===== src/rtl/ej32_div_seq.sv =====
// ---------------------------------------------------------------------------
// ej32_div_seq -- sequential radix-2 signed divider for eJ32 idiv/irem
//
// Produces quotient and remainder with Java semantics (truncate toward zero,
// remainder takes the sign of the dividend). The core is a non-restoring
// magnitude divider. A final FIX cycle applies the remainder correction and
// the sign fix-up.
//
// Ports:
//   clk    in   1    system clock, all state changes on posedge
//   rst    in   1    synchronous reset, active-high
//   start  in   1    launch a division (sampled only when busy=0)
//   x      in   DSZ  signed dividend, captured on accepted start
//   y      in   DSZ  signed divisor, captured on accepted start
//   busy   out  1    operation in progress, start ignored while high
//   done   out  1    one-cycle pulse; q, r and z are valid from this cycle on
//   z      out  1    divide-by-zero flag of the last completed operation
//   q      out  DSZ  signed quotient, held until the next completion
//   r      out  DSZ  signed remainder, held likewise
//
// Build option:
//   EJ32_DIV_SKIP_EN -- pre-normalise |x| by its leading-zero count so that
//   only the significant dividend bits are iterated. The results are the same
//   as in the default build; only the latency shrinks. When the macro is
//   undefined, the divider always runs DSZ iterations and no leading-zero
//   counter is built.
// ---------------------------------------------------------------------------
module ej32_div_seq #(
    parameter int DSZ = 32
) (
    input  logic           clk,
    input  logic           rst,
    input  logic           start,
    input  logic [DSZ-1:0] x,
    input  logic [DSZ-1:0] y,
    output logic           busy,
    output logic           done,
    output logic           z,
    output logic [DSZ-1:0] q,
    output logic [DSZ-1:0] r
);

    localparam int CW = $clog2(DSZ) + 1;

    typedef enum logic [1:0] {
        IDLE = 2'd0,
        RUN  = 2'd1,
        FIX  = 2'd2
    } state_t;

    state_t         state_reg;
    logic [DSZ-1:0] a_reg;       // dividend bits shifting out, quotient bits shifting in
    logic [DSZ-1:0] d_reg;       // |divisor|
    logic [DSZ:0]   p_reg;       // signed partial remainder
    logic [CW-1:0]  cnt_reg;
    logic           sign_q_reg;
    logic           sign_r_reg;
    logic           busy_reg;
    logic           done_reg;
    logic           z_reg;
    logic [DSZ-1:0] q_reg;
    logic [DSZ-1:0] r_reg;

    // Operand magnitudes. Negating the most negative value wraps to itself.
    // Read as unsigned, that is exactly 2^(DSZ-1).
    logic [DSZ-1:0] x_abs;
    logic [DSZ-1:0] y_abs;
    assign x_abs = x[DSZ-1] ? -x : x;
    assign y_abs = y[DSZ-1] ? -y : y;

    logic [DSZ-1:0] a_init;
    logic [CW-1:0]  cnt_init;

`ifdef EJ32_DIV_SKIP_EN
    // Leading-zero count of |x|. The loop keeps the highest set bit.
    // A zero dividend gives DSZ.
    logic [CW-1:0] lz;
    always_comb begin
        lz = CW'(DSZ);
        for (int i = 0; i < DSZ; i++) begin
            if (x_abs[i]) lz = CW'(DSZ - 1 - i);
        end
    end
    assign a_init   = x_abs << lz;
    // At least one iteration, so a zero dividend still goes through RUN/FIX.
    assign cnt_init = (lz == CW'(DSZ)) ? CW'(1) : (CW'(DSZ) - lz);
`else
    assign a_init   = x_abs;
    assign cnt_init = CW'(DSZ);
`endif

    // One non-restoring step. The partial remainder stays within [-d, d),
    // so dropping its top bit before the shift loses nothing.
    logic [DSZ:0]   d_ext;
    logic [DSZ:0]   p_sh;
    logic [DSZ:0]   p_step;
    logic [DSZ-1:0] a_step;
    logic [DSZ:0]   p_fix;

    assign d_ext  = {1'b0, d_reg};
    assign p_sh   = {p_reg[DSZ-1:0], a_reg[DSZ-1]};
    assign p_step = p_reg[DSZ] ? (p_sh + d_ext) : (p_sh - d_ext);
    assign a_step = {a_reg[DSZ-2:0], ~p_step[DSZ]};
    // A negative final partial remainder is one divisor short.
    assign p_fix  = p_reg[DSZ] ? (p_reg + d_ext) : p_reg;

    always_ff @(posedge clk) begin
        if (rst) begin
            state_reg  <= IDLE;
            a_reg      <= '0;
            d_reg      <= '0;
            p_reg      <= '0;
            cnt_reg    <= '0;
            sign_q_reg <= 1'b0;
            sign_r_reg <= 1'b0;
            busy_reg   <= 1'b0;
            done_reg   <= 1'b0;
            z_reg      <= 1'b0;
            q_reg      <= '0;
            r_reg      <= '0;
        end else begin
            done_reg <= 1'b0;
            case (state_reg)
                IDLE: begin
                    if (start) begin
                        if (y == '0) begin
                            // Divide by zero completes immediately with no iterations.
                            done_reg <= 1'b1;
                            z_reg    <= 1'b1;
                            q_reg    <= '0;
                            r_reg    <= x;
                        end else begin
                            sign_q_reg <= x[DSZ-1] ^ y[DSZ-1];
                            sign_r_reg <= x[DSZ-1];
                            a_reg      <= a_init;
                            d_reg      <= y_abs;
                            p_reg      <= '0;
                            cnt_reg    <= cnt_init;
                            busy_reg   <= 1'b1;
                            state_reg  <= RUN;
                        end
                    end
                end
                RUN: begin
                    p_reg   <= p_step;
                    a_reg   <= a_step;
                    cnt_reg <= cnt_reg - CW'(1);
                    if (cnt_reg == CW'(1)) state_reg <= FIX;
                end
                FIX: begin
                    q_reg     <= sign_q_reg ? -a_reg : a_reg;
                    r_reg     <= sign_r_reg ? -p_fix[DSZ-1:0] : p_fix[DSZ-1:0];
                    z_reg     <= 1'b0;
                    done_reg  <= 1'b1;
                    busy_reg  <= 1'b0;
                    state_reg <= IDLE;
                end
                default: begin
                    busy_reg  <= 1'b0;
                    state_reg <= IDLE;
                end
            endcase
        end
    end

    assign busy = busy_reg;
    assign done = done_reg;
    assign z    = z_reg;
    assign q    = q_reg;
    assign r    = r_reg;

endmodule


===== config.mk =====
export PLATFORM = sky130hd
export DESIGN_NAME = ej32_div_seq
export DESIGN_NICKNAME = d
export VERILOG_FILES = /design/src/rtl/ej32_div_seq.sv
export SDC_FILE = /design/constraint.sdc
export NUM_CORES = 1
export LEC_CHECK = 0
export ABC_AREA = 1
export CAP_MARGIN = 25
export CELL_PAD_IN_SITES_DETAIL_PLACEMENT = 0
export CELL_PAD_IN_SITES_GLOBAL_PLACEMENT = 1
export CORE_ASPECT_RATIO = 0.8
export CORE_MARGIN = 2
export CORE_UTILIZATION = 41
export CTS_CLUSTER_SIZE = 8
export DETAILED_ROUTE_END_ITERATION = 12
export HOLD_SLACK_MARGIN = 0.05
export MAX_ROUTING_LAYER = met4
export PLACE_DENSITY_LB_ADDON = 0.1
export REMOVE_ABC_BUFFERS = 1
export SYNTH_ARGS = -nofsm -noshare
export SYNTH_HDL_FRONTEND = slang
export SYNTH_SLANG_ARGS = --single-unit
export TNS_END_PERCENT = 30

===== constraint.sdc =====
create_clock -name clk -period 4.8 [get_ports clk]
set_clock_uncertainty 0.2 [all_clocks]
set_input_delay 0.48 -clock clk [delete_from_list [all_inputs] [get_ports clk]]
set_output_delay 0.48 -clock clk [all_outputs]
set_load 0.01 [all_outputs]

==> results_dict.tcl, run 1 <==
set metrics [dict create \
    final_cell_area_mm2 0.01737 \
    cts_buffer_depth 2 \
    yosysSeqAreaShare_pct 23.48 \
    placement.io_buffers 133 \
    final.fill_count 3825 \
    post-synth-top-area-cell "dfxtp_1" \
    clock_insertion_delay_worst_skew_ps 470 \
    end_kind "register" \
    maximum_capacitance_violations 0 \
    max_freq_mhz 231.3 \
    dr_total_vias 16080 \
    power.static_leakage_nw 8.118 \
    drive_above_1_share_pct 5.764 \
    timing.critical_path.fanout_max 5 \
    critPathSlowestCell "ha_1" \
    cts-buffers-inserted 17 \
    post-route-min-period_ps 4323 \
    mostFrequentLayoutCell "nand2_1" \
    critPathKind "reg2reg" \
    h-tree-depth 4 \
    number_of_clock_sinks_seen_by_cts 174 \
    chip_width_um 216.7 \
    initial_antenna_violation_count 5 \
    crit_path_top_cell_by_count "nand2_1" \
    post_layout_nonfiller_instances 3069 \
    floorplan.die_area_mm2 0.03773 \
    synth.top_cell.area_share_pct 23.48 \
    detail_route.iter0.violations 1617 \
    syn_inst 2469 \
    firstDrtPassIters 5 \
    status "finished, final reports clean" \
    grt_pass1_vias 14670 \
    chipHeight_um 174.1 \
    synthesis.area_mm2 0.01484 \
    grt_max_degree 50 \
    yosys-top-cells-area "dfxtp_1 23%, nand2_1 18%, inv_1 8.8%" \
    required_ps 4940 \
    clock-root-buffer "clkbuf_16" \
    count_of_flip_flops_with_a_built_in_enable_after_synthesis 0 \
    critical_path.n_buffers_inverters 1 \
    route.detailed.vias_per_inst 5.241 \
    grt_first_pass_wirelength_mm 84.09 \
    pre_cts_ws_ps 401.3 \
    initial_utilization_pct 41.48 \
    rsz0062_at_grt "false" \
    nNetsFinal 2711 \
    num_io_pins 134 \
    placed_cell_area_mm2 0.01671 \
    power-per-cell-area_mw_per_mm2 418.4 \
    route.final.wire_length_mm 53.76 \
    timing.slew.headroom_pct 32.21 \
    tns_ps 0 \
    drcViolationCount 0 \
    setup-violations-final 0 \
    clkSlewWorstSetupHoldPaths_ps 70 \
    critical-path-top-delay-family "simple AND/OR/NAND/NOR gates" \
    crit_path_start_kind "register" \
    setup_slack_ps 476.8 \
    placed_cells_incl_taps 3033 \
    timing_hold_violations_final 0 \
    ir_worst_vdd_mv 0.2153 \
    ys_dominant_reg_cell "dfxtp_1" \
    worst_path_largest_cell_delay_ps 360 \
    synth.lib_cells_used.distinct 57 \
    final_cell_mix "706 x nand2_1, 348 x inv_1, 198 x nor2_1, 194 x a21oi_1, 173 x dfxtp_1" \
    grt_usage_pct 29.68 \
    cp_arrival_ps 4460 \
    antenna_left 0 \
    holdCritPathClass "reg2reg" \
    ys_async_sr_fraction_pct 0 \
    overflow 0 \
    largest_register_ffs 33 \
    ys.warnings.count 0 \
    share_of_the_clock_period_used_by_the_worst_path_after_layout_pct 90.07 \
    crit_chain "inv_1 > nand3_1 > nor2_1 > nand4_1 > nor3_1 > nand3_1 > nor3_2 > nand3_1 > nand3b_1 > nor2_2 > a21oi_1 > xor2_1 > ha_1 > nand2_1 > nor2_1 > nand2_1 > o2111ai_2 > nand2_1 > nand2_1 > a21oi_1 > o21ai_0 > a21oi_1" \
    core-area_mm2 0.03576 \
    tritoncts "built" \
    maxSlewViolCount 0 \
    yosys_register_bits 174 \
    place_hpwl_mm 42.38 \
    worst_slew_pin_slew_ps 1016 \
    syn_to_final_growth_pct 17.10 \
    drt-wirelength-per-cell_um 17.52 \
    core.rowCount 62 \
    postSynthAreaPerCell_um2 6.009 \
    routabilityCongestion 0.9333 \
    post-cts-setup-buffers 0 \
]
-- metal layers --
metal	share of wire, %	up-vias	global-route usage (%)
met1	51	7348	43.10
met2	41	470	42.52
met3	6.3	50	4.829
met5	0	-	-
li1	-	8216	-
met4	1.6	0	7.192
-- per-stage QoR --
| stage | hold WS (ps) | util (%) | power (W) |
|---|---|---|---|
| 6_report | 259.9 | 48.58 | 0.007269 |
| 5_1_grt | 279.7 | 48.56 | 0.007854 |
| 4_1_cts | 263.0 | 48.50 | 0.007234 |
| 3_5_place_dp | 252.2 | 46.74 | 0.005664 |
| 3_3_place_gp | 247.1 | 46.74 | 0.005650 |
| 2_1_floorplan | 247.6 | - | 0.004552 |
-- final cells by class --
| class | count | area [um^2] | area share (%) |
|---|---|---|---|
| antenna | 4 | 10.01 | 0.05762 |
| timing repair buffer | 162 | 1584 | 9.118 |
| clock buffer | 20 | 446.7 | 2.571 |
| clock inverter | 12 | 183.9 | 1.059 |
| inverter | 366 | 1375 | 7.916 |
| tap | 480 | 600.6 | 3.457 |
| multi-input combinational | 1851 | 9687 | 55.76 |
| sequential | 174 | 3485 | 20.06 |
-- path summary, 6_finish.rpt --
kind	start	end	slack, ps	depth (start not counted)
setup reg to reg	d_reg[1]$_SDFFE_PP0P_	p_reg[30]$_SDFFE_PP0P_	480	22
hold / removal	q[0]$_SDFFE_PP0P_	q[0]$_SDFFE_PP0P_	260	2
setup / recovery	d_reg[1]$_SDFFE_PP0P_	p_reg[30]$_SDFFE_PP0P_	480	22
hold reg to reg	q[0]$_SDFFE_PP0P_	q[0]$_SDFFE_PP0P_	260	2
-- Yosys cell counts (4+ instances only) --
cell      count
a21oi_1     194
a22oi_1       4
a31oi_1      37
buf_1         7
buf_2        16
clkbuf_1     54
clkinv_1      5
dfxtp_1     174
ha_1         70
inv_1       349
inv_2        11
nand2_1     706
nand2_2      12
nand3_1     172
nand3_2       6
nand3b_1     16
nand4_1      32
nor2_1      200
nor2_2        7
nor2_4        5
nor3_1       31
nor3_2        9
nor4_1        7
o211ai_1      9
o21a_1        6
o21ai_0     108
o21ai_1      11
o21bai_1      5
o221ai_1      5
o22ai_1      27
o31ai_1       9
o32ai_1       5
or2_2        23
xnor2_1      21
xor2_1       81
-- worst reg2reg max path: stages, from the launching register on --
cell       delay [ps]
dfxtp_1           350
inv_1             110
nand3_1           100
nor2_1            150
nand4_1           140
nor3_1            250
nand3_1           170
nor3_2            220
nand3_1           160
nand3b_1          270
nor2_2            240
a21oi_1           120
xor2_1            160
ha_1              360
nand2_1           130
nor2_1            250
nand2_1           100
o2111ai_2         310
nand2_1            80
nand2_1           100
a21oi_1            60
o21ai_0            90
a21oi_1            80
-- kinds of logic after synthesis --
kind of cell / Yosys count / share of synthesized area [%]
and+or+nand+nor: 1241 / 36.44
buffers and inverters: 444 / 11.43
AOI/OAI and AO/OA: 436 / 16.45
DFF: 174 / 23.48
xor gates and xnor gates: 102 / 6.022
adders and majority gates: 72 / 6.174
-- what timing repair did --
item,in CTS,in global routing
hold buffers,0,0
resized for setup,0,5
endpoints found under the setup margin,0,6
-- power by group --
| part | internal (W) | switching (W) |
|---|---|---|
| combinational | 0.00133 | 0.00262 |
| clock | 0.000891 | 0.000656 |
| sequential | 0.00158 | 0.000190 |
| total | 0.00380 | 0.00347 |
(Power assumes the default switching activity.)
==> run 2: changes to the inputs <==
--- a/config.mk
+++ b/config.mk
@@ -6,6 +6,7 @@
 export NUM_CORES = 1
 export LEC_CHECK = 0
 export ABC_AREA = 1
+export ABC_CLOCK_PERIOD_IN_PS = 4800
 export CAP_MARGIN = 25
 export CELL_PAD_IN_SITES_DETAIL_PLACEMENT = 0
 export CELL_PAD_IN_SITES_GLOBAL_PLACEMENT = 1
==> results of run 2 <==
Same layout as run 1: the final DEF is identical, and so are final timing and power.
